## config.mk

```make
export PLATFORM = sky130hd
export DESIGN_NAME = vend_coin_conditioner
export DESIGN_NICKNAME = d
export VERILOG_FILES = /design/src/rtl/vend_pkg.sv /design/src/rtl/coin_debounce.sv /design/src/rtl/vend_coin_conditioner.sv
export SDC_FILE = /design/constraint.sdc
export NUM_CORES = 1
export LEC_CHECK = 0
export ABC_AREA = 1
export ABC_CLOCK_PERIOD_IN_PS = 3200
export CORE_MARGIN = 3
export CORE_UTILIZATION = 45
export CTS_BUF_LIST = sky130_fd_sc_hd__clkbuf_4 sky130_fd_sc_hd__clkbuf_8 sky130_fd_sc_hd__clkbuf_16
export CTS_CLUSTER_SIZE = 40
export DETAILED_ROUTE_END_ITERATION = 8
export GPL_TIMING_DRIVEN = 0
export HOLD_SLACK_MARGIN = 0.12
export PLACE_DENSITY = 0.67
export RECOVER_POWER = 25
export SETUP_SLACK_MARGIN = 0.3
export SLEW_MARGIN = 20
export SYNTH_ARGS = -nofsm -noshare
export SYNTH_HDL_FRONTEND = slang
export SYNTH_SLANG_ARGS = --single-unit
export TNS_END_PERCENT = 10
```

## constraint.sdc

```tcl
create_clock -name Clk -period 3.2 [get_ports Clk]
set_clock_uncertainty 0.2 [all_clocks]
set_input_delay 0.96 -clock Clk [delete_from_list [all_inputs] [get_ports Clk]]
set_output_delay 0.96 -clock Clk [all_outputs]
set_load 0.01 [all_outputs]
```

## src/rtl/vend_pkg.sv

```systemverilog
// Shared coin codes and pending-counter helpers for the vending front end.
package vend_pkg;

  localparam logic [1:0] COIN_NONE = 2'b00;
  localparam logic [1:0] COIN_HALF = 2'b01;
  localparam logic [1:0] COIN_ONE  = 2'b10;

  localparam int PEND_W = 2;
  typedef logic [PEND_W-1:0] pend_t;

  // Saturating pend + ev - em; an event that lands on a full counter is lost.
  function automatic pend_t pend_next(input pend_t cur, input logic ev,
                                      input logic em, input pend_t max);
    pend_t nxt;
    nxt = cur;
    if (ev && !em) begin
      if (cur != max) nxt = cur + pend_t'(1);
    end else if (!ev && em) begin
      nxt = cur - pend_t'(1);
    end
    return nxt;
  endfunction

  function automatic logic pend_lost(input pend_t cur, input logic ev,
                                     input logic em, input pend_t max);
    return ev && !em && (cur == max);
  endfunction

endpackage

```

## src/rtl/coin_debounce.sv

```systemverilog
// One sensor channel: synchronizer chain, level debouncer and a single-cycle
// event on each accepted rising edge of the debounced level.
module coin_debounce #(
  parameter int SYNC_STAGES     = 2,
  parameter int DEBOUNCE_CYCLES = 8,
  parameter int CNT_W           = 4
) (
  input  logic clk_i,
  input  logic rst_i,
  input  logic raw_i,
  output logic event_o
);

  localparam logic [CNT_W-1:0] CNT_LAST = CNT_W'(DEBOUNCE_CYCLES - 1);

  logic [SYNC_STAGES-1:0] sync_q;
  logic                   stable_q, stable_d;
  logic                   prev_q;
  logic [CNT_W-1:0]       cnt_q, cnt_d;
  logic                   synced;

  assign synced = sync_q[SYNC_STAGES-1];

  always_comb begin
    stable_d = stable_q;
    cnt_d    = '0;
    if (synced != stable_q) begin
      if (cnt_q == CNT_LAST) begin
        stable_d = synced;
      end else begin
        cnt_d = cnt_q + CNT_W'(1);
      end
    end
  end

  always_ff @(posedge clk_i or posedge rst_i) begin
    if (rst_i) begin
      sync_q   <= '0;
      stable_q <= 1'b0;
      prev_q   <= 1'b0;
      cnt_q    <= '0;
    end else begin
      sync_q   <= {sync_q[SYNC_STAGES-2:0], raw_i};
      stable_q <= stable_d;
      prev_q   <= stable_q;
      cnt_q    <= cnt_d;
    end
  end

  // Rising edge only: a sensor held high gives exactly one event.
  assign event_o = stable_q & ~prev_q;

endmodule

```

## src/rtl/vend_coin_conditioner.sv

```systemverilog
// Conditions two raw coin sensors into one-coin-per-cycle codes for the
// vending controller, buffering coins that arrive while it is dispensing.
module vend_coin_conditioner
  import vend_pkg::*;
#(
  parameter int SYNC_STAGES     = 2,
  parameter int DEBOUNCE_CYCLES = 8,
  parameter int CNT_W           = 4,
  parameter int PEND_MAX        = 3
) (
  input  logic       Clk,
  input  logic       Reset,
  input  logic       coin_half_raw,
  input  logic       coin_one_raw,
  input  logic       hold,
  output logic [1:0] D_in,
  output logic [1:0] pend_half,
  output logic [1:0] pend_one,
  output logic       overflow
);

  localparam pend_t PEND_CAP = pend_t'(PEND_MAX);

  logic  ev_half, ev_one;
  logic  em_half, em_one;
  pend_t pend_half_q, pend_half_d;
  pend_t pend_one_q, pend_one_d;
  logic  overflow_q, overflow_d;

  coin_debounce #(
    .SYNC_STAGES    (SYNC_STAGES),
    .DEBOUNCE_CYCLES(DEBOUNCE_CYCLES),
    .CNT_W          (CNT_W)
  ) u_half (
    .clk_i  (Clk),
    .rst_i  (Reset),
    .raw_i  (coin_half_raw),
    .event_o(ev_half)
  );

  coin_debounce #(
    .SYNC_STAGES    (SYNC_STAGES),
    .DEBOUNCE_CYCLES(DEBOUNCE_CYCLES),
    .CNT_W          (CNT_W)
  ) u_one (
    .clk_i  (Clk),
    .rst_i  (Reset),
    .raw_i  (coin_one_raw),
    .event_o(ev_one)
  );

  // Emission uses registers and hold only, so hold may come from a Moore output.
  always_comb begin
    em_one  = 1'b0;
    em_half = 1'b0;
    D_in    = COIN_NONE;
    if (!hold) begin
      if (pend_one_q != '0) begin
        em_one = 1'b1;
        D_in   = COIN_ONE;
      end else if (pend_half_q != '0) begin
        em_half = 1'b1;
        D_in    = COIN_HALF;
      end
    end
  end

  always_comb begin
    pend_half_d = pend_next(pend_half_q, ev_half, em_half, PEND_CAP);
    pend_one_d  = pend_next(pend_one_q, ev_one, em_one, PEND_CAP);
    overflow_d  = overflow_q
                | pend_lost(pend_half_q, ev_half, em_half, PEND_CAP)
                | pend_lost(pend_one_q, ev_one, em_one, PEND_CAP);
  end

  always_ff @(posedge Clk or posedge Reset) begin
    if (Reset) begin
      pend_half_q <= '0;
      pend_one_q  <= '0;
      overflow_q  <= 1'b0;
    end else begin
      pend_half_q <= pend_half_d;
      pend_one_q  <= pend_one_d;
      overflow_q  <= overflow_d;
    end
  end

  assign pend_half = pend_half_q;
  assign pend_one  = pend_one_q;
  assign overflow  = overflow_q;

endmodule

```

==> flow_summary.ini, run 1 <==
[floorplan]
die_w_um = 50.6
start_util_pct = 49.7
fp.coreArea_um2 = 1800
dieArea_um2 = 2560
num_rows = 15
die_y_um = 50.6
pin_count = 12

[timing]
maxSlewViolCount = 0
fin_crit_ns = 2.84
rsz0062_at_grt = false
min_period_over_period_pct = 88.8
slew-limit-headroom_pct = 49.4
final_hold_viol_count = 0
finalSetupViolCount = 0
max_freq_mhz = 352
tns_ns = 0
holdWs_ns = 0.161
setup_slack_ns = 0.358
tightest_slew_ns = 0.758

[worst_setup_path]
start_kind = input pin
path_buf_inv = 4
critical_path.max_fanout = 4
cpPeakStageDelay_ns = 0.23
crit_required_ns = 2.04
cp-end-kind = primary output
cp_top_family = buffers and inverters
reg2reg_depth = 5
crit_cells = 6
crit_path_top_delay_cell = clkdlybuf4s15_1
r2r-start = pend_one[0]
rr_endpoint = pend_one[0]
arrival_ns = 1.68
criticalPathCategory = input pin to primary output
crit_chain = clkdlybuf4s15_1 -> nor2_4 -> nand3_4 -> inv_1 -> buf_4 -> clkbuf_2
reg2reg_slack_ns = 1.89

[pwr]
power_leakage_uw = 0.000528
p_total_uw = 827
p_switching_uw = 293
comb_power_share_pct = 37.3
vdd_drop_max_mv = 0.388
p_per_area_nw_per_um2 = 771
p_int_uw = 534
clkPwrFrac_pct = 14.7
seqPwrFrac_pct = 48.1
p_sw_share_pct = 35.5

[route]
wl_per_cell_um = 9.31
dr.pass1.iters = 3
route.detailed.drc = 0
drt-total-wl_um = 1230
vias = 606
drt_iter0_drc = 6
postRouteAntennaNets = 0
viasPerCell = 4.59

[global_route]
grt_pass1_wl_um = 2310
grt_pass1_vias = 587
antenna_found_initial = 0
grt_usage_pct = 11.9
grt_max_degree = 22
gr-total-overflow = 0

[final_layout]
fin_nets = 115
final_cells = 132
antennaDiodeCount = 0
fill_cells = 167
area_growth_pct = 19.9
drive_gt1_share_pct = 11.2

[min_path]
worstHoldStart = u_half.sync_q[0]
hold_depth = 0
worstHoldEndpoint = u_half.sync_q[1]
hold_class = flip-flop to flip-flop

[synthesis]
syn_avg_cell_area_um2 = 9.83
netlist-cell-type-count = 20
syn_area_um2 = 895
ys.warnings.count = 0
synth_seq_cells = 21
synth.yosys.seq_area_share_pct = 58.7
syn_inst = 91
synth_nets = 98

[placement]
io_buffers = 11
gp_congestion = 0.771
hpwl_um = 921
post-place-cells = 127
dpl_worst_slack_ns = -0.352

[clock_network]
clock-sinks = 21
cts-root-buf = clkbuf_4
clock_path_buffers = 2
cts.clk_slew.worst_paths_ns = 0.12
holdBufCountCts = 0
cts_tree = yes
insertion_delay_ns = 0.29
htree_levels = 1
cts_buffers = 3

[flow_run]
max-cap-violations = 0

[run_status]
status = finished clean
final cells by class:
class / instances / area (um2) / share of cell area (%)
inverter: 13 / 48.8 / 4.55
tap: 25 / 31.3 / 2.92
timing repair buffer: 12 / 111 / 10.4
clock inverter: 1 / 5.00 / 0.467
clock buffer: 3 / 22.5 / 2.10
sequential: 21 / 526 / 49.0
buffer: 2 / 15.0 / 1.40
multi-input combinational: 55 / 313 / 29.2
state kept, by name, summed over array words and instances (netlist names):
signal,cells
u_half.sync_q,2
pend_half,2
u_one.stable_q,1
overflow,1
u_one.cnt_q,4
u_half.cnt_q,4
pend_one,2
u_half.stable_q,1
u_one.prev_q,1
u_half.prev_q,1
u_one.sync_q,2
worst reg2reg max path, delay by kind of cell (launching register included):
| family | cells | cell delay, ns |
|---|---|---|
| and+or+nand+nor | 1 | 0.16 |
| buffers and inverters | 1 | 0.13 |
| DFF | 1 | 0.45 |
| AOI/OAI and AO/OA | 3 | 0.26 |
Yosys cell counts, drive strengths merged:
master	n	share of area, %
a21oi	2	1.1
a31oi	1	0.70
buf	2	1.7
dfrtp	21	59
ha	2	2.8
inv	13	5.5
nand2	13	5.5
nand3	5	3.9
nand4	1	0.70
nor2	13	6.3
nor3b	2	1.7
o21ai	8	4.5
o21bai	2	1.7
or2	2	1.4
xnor2	2	2.0
xor2	2	2.0
how the worst max path moves through the flow:
stage                     from       to  slack (ns)
after floorplan           hold  D_in[0]        0.71
after global placement    hold  D_in[0]       -0.35
after detailed placement  hold  D_in[0]       -0.35
after CTS                 hold  D_in[0]        0.14
after global routing      hold  D_in[0]        0.31
final                     hold  D_in[0]        0.36
cell families after synthesis:
family,share of synthesized area (%)
flops,58.7
compound gates,7.97
xor+xnor,3.92
simple gates,19.4
fa+ha+maj,2.80
buf+inv,7.13
timing repair:
action                                 in CTS  in global routing
pin swaps                                   1                  1
endpoints found under the hold margin       0                  0
setup endpoints to repair                   2                  1
gates resized for setup                     3                  4
setup buffers                               1                  0
power by group through the flow:
stage / combinational [uW] / sequential, uW / clock (uW)
2_1_floorplan: 199 / 404 / 0
3_3_place_gp: 301 / 400 / 0
4_1_cts: 307 / 399 / 129
5_1_grt: 355 / 410 / 144
6_report: 308 / 397 / 121
3_5_place_dp: 310 / 404 / 0
routing by layer:
metal  vias to the layer above  share of wire, %  global-route usage [%]
met3                         2               5.5                    2.97
met5                         -                 0                       0
met2                        12                48                    20.7
met1                       272                45                    13.6
met4                         0               1.1                    5.38
li1                        320                 -                       -
per-stage QoR:
step                      area, um2  utilization [%]
after floorplan                 895                -
after global placement         1040             57.5
after detailed placement       1040             57.5
after CTS                      1070             59.2
after global routing           1070             59.5
final                          1070             59.5
cells in the final DEF, fill, tap and decap left out, types with 2 or more instances in the layout:
cell type / netlist / routed
o21bai_1: 2 / 2
inv_1: 12 / 12
or2_1: 2 / 2
ha_1: 2 / 2
dfrtp_1: 21 / 21
o21ai_0: 2 / 2
clkbuf_4: 0 / 3
nand3_1: 3 / 3
xnor2_1: 2 / 2
nor2_1: 12 / 12
dlygate4sd3_1: 0 / 2
nand2_1: 13 / 13
nor3b_1: 2 / 2
clkdlybuf4s50_1: 0 / 6
xor2_1: 2 / 2
a21oi_1: 2 / 2
o21ai_1: 6 / 6
buf_4: 2 / 3
Power figures use the tool's default switching activity.
==> run 2: changes to the inputs <==
--- a/config.mk
+++ b/config.mk
@@ -6,7 +6,7 @@
 export NUM_CORES = 1
 export LEC_CHECK = 0
 export ABC_AREA = 1
-export ABC_CLOCK_PERIOD_IN_PS = 3200
+export ABC_CLOCK_PERIOD_IN_PS = 3000
 export CORE_MARGIN = 3
 export CORE_UTILIZATION = 45
 export CTS_BUF_LIST = sky130_fd_sc_hd__clkbuf_4 sky130_fd_sc_hd__clkbuf_8 sky130_fd_sc_hd__clkbuf_16
==> constraint.sdc (replaced) <==
create_clock -name Clk -period 3 [get_ports Clk]
set_clock_uncertainty 0.2 [all_clocks]
set_input_delay 0.9 -clock Clk [delete_from_list [all_inputs] [get_ports Clk]]
set_output_delay 0.9 -clock Clk [all_outputs]
set_load 0.01 [all_outputs]
==> run 2 against run 1 <==
Sequential share of layout area is 0.057 points lower. Global-route usage grew 0.19 points. Final cell count increased by 0.76%. Worst setup slack better by 0.0093 ns. Non-clock buffer count grew 1. Clock power is 7% higher. First-iteration DRC count up 17%. Wire length up 1.5%. Critical path type unchanged. Worst hold slack about the same. Critical path depth stayed put. Cell area up 0.12%. Utilization is 0.069 points higher.
==> flow_summary.ini, run 2 (synthesis results as in run 1) <==
[placement]
gp_congestion = 0.771
placed_cell_area_um2 = 1040
hpwl_um = 921
io_buffers = 11

[route]
drt-total-wl_um = 1250
route.detailed.drc = 0
viasPerCell = 4.59
wl_per_cell_um = 9.38
drt_iter0_drc = 7
vias = 611
postRouteAntennaNets = 0
dr.pass1.iters = 3

[final_layout]
fin_nets = 116
antennaDiodeCount = 0
final_util_pct = 59.6
area_growth_pct = 20.0
design_area_um2 = 1070
fill_cells = 165
drive_gt1_share_pct = 13.0
reg_top3 = u_half.cnt_q x4, u_one.cnt_q x4
mostFrequentLayoutCells = 21 x dfrtp_1, 13 x nand2_1, 12 x inv_1, 12 x nor2_1
final_common_cell = dfrtp_1

[worst_setup_path]
start_kind = input pin
criticalPathCategory = input pin to primary output
crit_path_top_delay_cell = clkdlybuf4s15_2
cpPeakStageDelay_ns = 0.20
crit_chain = buf_2 -> nor2_4 -> nand3_2 -> inv_1 -> buf_4 -> clkdlybuf4s15_2
crit_required_ns = 1.90
cp-end-kind = primary output
arrival_ns = 1.53
critical_path.max_fanout = 3

[global_route]
antenna_found_initial = 0
met1_usage_pct = 13.8
grt_max_degree = 22
met3_usage_pct = 2.97
grt_pass1_wl_um = 2350
busiest_layer = met2
gr-total-overflow = 0
grt_pass1_vias = 600
grt_use_met2_pct = 21.1
grt_usage_pct = 12.1

[timing]
rsz0062_at_grt = false
finalSetupViolCount = 0
min_period_over_period_pct = 87.8
max_freq_mhz = 380
tightest_slew_ns = 0.757
fin_crit_ns = 2.63
final_hold_viol_count = 0
maxSlewViolCount = 0
slew-limit-headroom_pct = 49.4

[min_path]
hold_class = flip-flop to flip-flop

[pwr]
p_per_area_nw_per_um2 = 827
p_total_uw = 887
power_leakage_uw = 0.000531
vdd_drop_max_mv = 0.413

[clock_network]
insertion_delay_ns = 0.29
cts-root-buf = clkbuf_4
clock-sinks = 21
cts.clk_slew.worst_paths_ns = 0.12
cts_tree = yes
cts_buffers = 3
clock_path_buffers = 2
htree_levels = 1
holdBufCountCts = 0

[floorplan]
fp.coreArea_um2 = 1800
num_rows = 15
pin_count = 12
start_util_pct = 49.7
die_y_um = 50.6
die_w_um = 50.6
dieArea_um2 = 2560

[flow_run]
max-cap-violations = 0

[run_status]
status = finished clean
-- run 2: area by class of cell --
type	count	area (um2)	share of cell area (%)
plain buffers	2	15.0	1.40
inverters	13	48.8	4.55
repair buffers	13	120	11.2
flip-flops and latches	21	526	49.0
clock buffers	3	22.5	2.10
clock inverters	1	5.00	0.466
well taps	25	31.3	2.91
multi-input cells	55	305	28.4
-- run 2: worst paths after layout --
kind | slack, ns | startpoint | depth (start not counted) | to
hold reg to reg | 0.16 | u_half.sync_q[0] | 0 | u_half.sync_q[1]
min in group asynchronous | 0.82 | Reset | 2 | u_one.sync_q[0]
setup / recovery | 0.37 | hold | 6 | D_in[0]
setup reg to reg | 1.69 | pend_half[0] | 8 | pend_half[0]
hold / removal | 0.16 | u_half.sync_q[0] | 0 | u_half.sync_q[1]
max in group asynchronous | 1.29 | Reset | 2 | u_one.prev_q
-- run 2: repair_timing --
action	in CTS	in global routing
setup endpoints to repair	2	1
setup buffers	2	0
pin swaps	2	1
gates resized for setup	8	0
-- run 2: where the power goes --
| group | switching [uW] | internal (uW) | total, uW |
|---|---|---|---|
| combinational | 166 | 168 | 334 |
| clock | 79.9 | 49.5 | 129 |
| sequential | 64.3 | 360 | 424 |
-- run 2: stage by stage --
step,cells,setup slack [ns],hold slack [ns],setup TNS [ns]
after floorplan,91,0.630,0.131,0
after detailed placement,127,-0.432,0.138,-0.671
final,133,0.367,0.161,0
after CTS,133,0.337,0.166,0
after global routing,133,0.319,0.172,0
after global placement,127,-0.426,0.133,-0.660
-- run 2: critical path: cells and delay by family --
kind	cells	cell delay (ns)
buffers and inverters	4	0.46
AND/OR/NAND/NOR	2	0.16
-- run 2: layer usage --
| metal | vias up | share of wire (%) |
|---|---|---|
| met5 | - | 0 |
| met4 | 0 | 1.1 |
| met3 | 2 | 5.4 |
| met2 | 12 | 48 |
| met1 | 276 | 46 |
| li1 | 321 | - |
